<file path="src/rtl/fifo_store_ptr.sv">
// Circular FIFO data store with write/read address generators; pointer update 1 cycle, rdata combinational.
// No backpressure: wen/ren/wskip/rskip are executed unconditionally, full/empty is the caller's job.
module fifo_store_ptr #(
    parameter int MAX_DATA = 16,
    parameter int DATA_W   = 8
) (
    input  logic              clk,
    input  logic              rst_n,
    input  logic              wen,
    input  logic              ren,
    input  logic              wskip,
    input  logic              rskip,
    input  logic [DATA_W-1:0] wdata,
    output logic [3:0]        waddr,
    output logic [3:0]        raddr,
    output logic [DATA_W-1:0] rdata
);

    localparam logic [3:0] LAST_ADDR = 4'(MAX_DATA - 1);

    logic [DATA_W-1:0] mem [0:MAX_DATA-1];
    logic              wstep;
    logic              rstep;
    logic [3:0]        waddr_nxt;
    logic [3:0]        raddr_nxt;

    // A skip and a real access in the same cycle still move the pointer only once.
    assign wstep = wen | wskip;
    assign rstep = ren | rskip;

    assign waddr_nxt = (waddr == LAST_ADDR) ? 4'd0 : waddr + 4'd1;
    assign raddr_nxt = (raddr == LAST_ADDR) ? 4'd0 : raddr + 4'd1;

    always_ff @(posedge clk or negedge rst_n) begin
        if (!rst_n) begin
            waddr <= 4'd0;
            raddr <= 4'd0;
        end else begin
            if (wstep) waddr <= waddr_nxt;
            if (rstep) raddr <= raddr_nxt;
        end
    end

    // Storage is deliberately left out of reset so contents survive a pointer reset.
    always_ff @(posedge clk) begin
        if (rst_n && wen) mem[waddr] <= wdata;
    end

    assign rdata = mem[raddr];

endmodule

</file>
<file path="config.mk">
export PLATFORM = sky130hd
export DESIGN_NAME = fifo_store_ptr
export DESIGN_NICKNAME = d
export VERILOG_FILES = /design/src/rtl/fifo_store_ptr.sv
export SDC_FILE = /design/constraint.sdc
export NUM_CORES = 1
export LEC_CHECK = 0
export CAP_MARGIN = 20
export CORE_UTILIZATION = 25
export DETAILED_ROUTE_END_ITERATION = 8
export MAX_ROUTING_LAYER = met4
export PLACE_DENSITY_LB_ADDON = 0.08
export SETUP_SLACK_MARGIN = 0.3
export SLEW_MARGIN = 15
export SYNTH_ARGS = -nofsm -noshare
export SYNTH_HDL_FRONTEND = slang
export SYNTH_SLANG_ARGS = --single-unit
</file>
<file path="constraint.sdc">
create_clock -name clk -period 3.27 [get_ports clk]
set_input_delay 0.654 -clock clk [delete_from_list [all_inputs] [get_ports clk]]
set_output_delay 0.654 -clock clk [all_outputs]
set_load 0.1 [all_outputs]
</file>
==> out/summary.txt <==
STATUS
--------------------------------------------------------------------------------
Run status                                                             completed

CLOCK TREE
--------------------------------------------------------------------------------
Clock-pin slew on the worst setup and hold paths                         0.06 ns
Maximum number of buffers from clock root to sink                              2
Clk_lat worst skew                                                       0.41 ns
Total number of H-tree levels                                                  4
Total CTS buffers                                                             17
# clock sinks                                                                136
TritonCTS clock tree                                                       built
Post-CTS Hold Buffers                                                          0
Root Driver                                                         sky130_fd_sc_hd__clkbuf_16

GLOBAL ROUTE
--------------------------------------------------------------------------------
Global Route Usage Sum                                                    0.1368
Number of global-route vias before repair                                  2,944
Grt ovf                                                                        0
Maximum number of pins on one net before global-route repair                  33
Number of antenna violations at the first check in global routing              0
First-pass GRT wire length                                             20,310 um

CELLS AND AREA
--------------------------------------------------------------------------------
Number of diodes                                                               0
Nets@finish                                                                  365
Growth of design area from synthesis to finish                            30.07%
Filler Cells Inserted                                                      1,988
Fraction of final layout cells with drive strength greater than 1         0.3492

SYNTH
--------------------------------------------------------------------------------
Top cells by area, synth                                            sky130_fd_sc_hd__edfxtp_1 71%, sky130_fd_sc_hd__mux4_2 9.9%, sky130_fd_sc_hd__mux2i_1 4.4%
Syn Nets                                                                     303
Number of warnings printed during yosys synthesis                              0
Synthesized area per cell                                              19.23 um2
Predominant post-synthesis flop cell                                sky130_fd_sc_hd__edfxtp_1
Most area-hungry cell type in the Yosys netlist                     sky130_fd_sc_hd__edfxtp_1
Netlist Area Pre-Place                                                  5443 um2
Number of unique standard cell types used by synthesis                        30
Count of flip-flops with a built-in enable after synthesis                   128
FFs w/ async S/R, synth                                                  0.05882
Synthesized instance count                                                   283
Most used standard cell by instance count after synthesis           sky130_fd_sc_hd__edfxtp_1
Portion of the post-synthesis area used by sequential elements            0.7430
Most used standard cells in the synthesized netlist                 128 x sky130_fd_sc_hd__edfxtp_1, 24 x sky130_fd_sc_hd__mux2i_1, 24 x sky130_fd_sc_hd__mux4_2
Number of synthesized register bits                                          136
Share of Yosys cell area claimed by the top area cell type                0.7062

FLOORPLAN
--------------------------------------------------------------------------------
Die ar.                                                               22,370 um2
Top-level port count                                                          30
Rows                                                                          53
Total core area                                                       21,150 um2
Starting Density                                                          0.2573
Height of the die                                                       149.6 um
Width of the chip                                                       149.6 um

TIMING
--------------------------------------------------------------------------------
Setup clock skew after layout                                        0.006488 ns
Number of max-slew violations in the final report                              0
Worst-case headroom to the max-slew limit                                 0.4178
Final worst-path cycle share                                              0.8943
Setup Viol. Count Final                                                        0
Final critical path time including I/O delays and setup                 2.924 ns
Maximum frequency from static timing analysis                         0.3420 GHz
Slew at the pin closest to its max-slew limit                          0.8701 ns
Setup TNS                                                                   0 ns
Setup repair after global routing missed its margin                          yes
Final Hold Vio Count                                                           0

ROUTING
--------------------------------------------------------------------------------
Routed wirelength normalized by instance count                          21.73 um
Number of nets with antenna violations after routing                           0
Total Routed Length                                                    13,750 um
Via Count                                                                  2,798
Post-DR vias/cell                                                          4.420
Initial DRC Count                                                            131
Pre-Repair DR Iteration Count                                                  4
Remaining DRCs                                                                 0

POWER
--------------------------------------------------------------------------------
Switching power share of the total                                        0.4005
Portion of total power attributed to sequential cells                      0.294
Internal Pwr Total                                                      4.432 mW
Lkg Pwr                                                                 2.347 nW
Portion of total power attributed to combinational logic                   0.450
Clock power frac                                                           0.256
Power consumption                                                       7.393 mW
Highest ir drop seen on vdd                                            0.5849 mV
Cell Pwr Density                                                     1044 nW/um2
Net switching power figure                                              2.961 mW

PLACED DESIGN
--------------------------------------------------------------------------------
Count of port buffers added during placement                                  29
Dpl hpwl                                                                 9030 um
GPL Wtd Cong                                                              0.7230

SETUP PATH
--------------------------------------------------------------------------------
Element type at the critical path start                                     flop
Crit Path Class                                                     flop to output port
Setup slack on the worst flop-to-flop path                               1.65 ns
Crit. End Element                                                    output port
Arrival @ worst endpoint                                                 2.27 ns
Data required time at the worst endpoint                                 2.62 ns
Largest fanout of any net on the critical path                                16

FLOW RUN
--------------------------------------------------------------------------------
Maximum Capacitance Violations                                                 0

MIN PATH
--------------------------------------------------------------------------------
HP Class                                                            flop to flop

-- registers in the layout, summed over array words and instances, names as in the netlist --
signal	flops
mem	128
raddr	4
waddr	4
-- power groups by stage --
stage	combinational (mW)	sequential, mW	clock (mW)
global placement	3.19	2.23	0
finish	3.33	2.17	1.89
global route	3.50	2.19	2.00
CTS	3.20	2.20	1.93
floorplan	1.90	2.47	0
detailed placement	3.18	2.23	0
-- through the flow --
step	hold slack [ns]	setup slack, ns	cell area (um2)	utilization	instances
floorplan	0.3584	0.3239	5535	-	283
global placement	0.6527	0.6023	6349	0.3001	596
detailed placement	0.6550	0.6079	6349	0.3001	596
CTS	0.6776	0.2290	6953	0.3287	628
global route	0.7051	0.2813	7079	0.3347	633
finish	0.6579	0.3457	7079	0.3347	633
-- logic make-up (layout without fill, tap and decap cells) --
family / count (synthesis) / in the layout / synth area share
AO/OA/AOI/OAI: 38 / 38 / 0.04759
flip-flops: 136 / 136 / 0.7430
adder cells (fa/ha/maj): 6 / 6 / 0.01379
AND/OR/NAND/NOR: 34 / 34 / 0.02828
XOR/XNOR: 2 / 2 / 0.003219
buffers and inverters: 17 / 92 / 0.01655
multiplexers: 50 / 50 / 0.1476
-- cell usage in the layout, fill, tap and decap left out, types with 8 or more instances in the layout --
master                            count
sky130_fd_sc_hd__buf_12              11
sky130_fd_sc_hd__buf_4               32
sky130_fd_sc_hd__clkbuf_16           18
sky130_fd_sc_hd__clkdlybuf4s50_1     13
sky130_fd_sc_hd__edfxtp_1           128
sky130_fd_sc_hd__mux2i_1             23
sky130_fd_sc_hd__mux4_2              24
sky130_fd_sc_hd__nor2_1              17
sky130_fd_sc_hd__o21ai_4              8
-- metal layers --
metal | GRT usage | vias up | routed length [um]
met5 | - | - | 0
met2 | 0.2030 | 48 | 6490
met3 | 0.03415 | 12 | 520
met1 | 0.1791 | 1458 | 6501
met4 | 0.05306 | 0 | 242
li1 | - | 1280 | -
-- final cells by class --
type                            count  area (um2)  area share
Clock buffer                       18       429.2     0.06062
Multi-Input combinational cell    130        1473      0.2080
Sequential cell                   136        4049      0.5719
Clock inverter                     14       157.7     0.02227
Timing Repair Buffer               57       615.6     0.08696
Inverter                            3       11.26    0.001591
Tap cell                          275       344.1     0.04860
-- critical path: stages (launching register included) --
cell and delay, ns:
sky130_fd_sc_hd__dfrtp_2 0.43, sky130_fd_sc_hd__buf_12 0.21, sky130_fd_sc_hd__mux4_2 0.58, sky130_fd_sc_hd__a32oi_1 0.32, sky130_fd_sc_hd__o21ai_4 0.11, sky130_fd_sc_hd__buf_12 0.19
-- what timing repair did --
item,in CTS,in global routing
setup buffers,0,4
gates resized for setup,5,10
endpoints found under the setup margin,8,7
pin swaps,0,3
gates cloned,0,1
endpoints found under the hold margin,0,0
-- worst paths after layout --
check | from | cells after the start | endpoint
worst max-delay path | raddr[0] | 5 | rdata[5]
worst min-delay path | waddr[0] | 1 | waddr[0]
worst max register to register | waddr[0] | 5 | mem[2][1]
worst min register to register | waddr[0] | 1 | waddr[0]
max in group asynchronous | rst_n | 2 | raddr[1]
min in group asynchronous | rst_n | 2 | waddr[0]
Power figures use the tool's default switching activity.
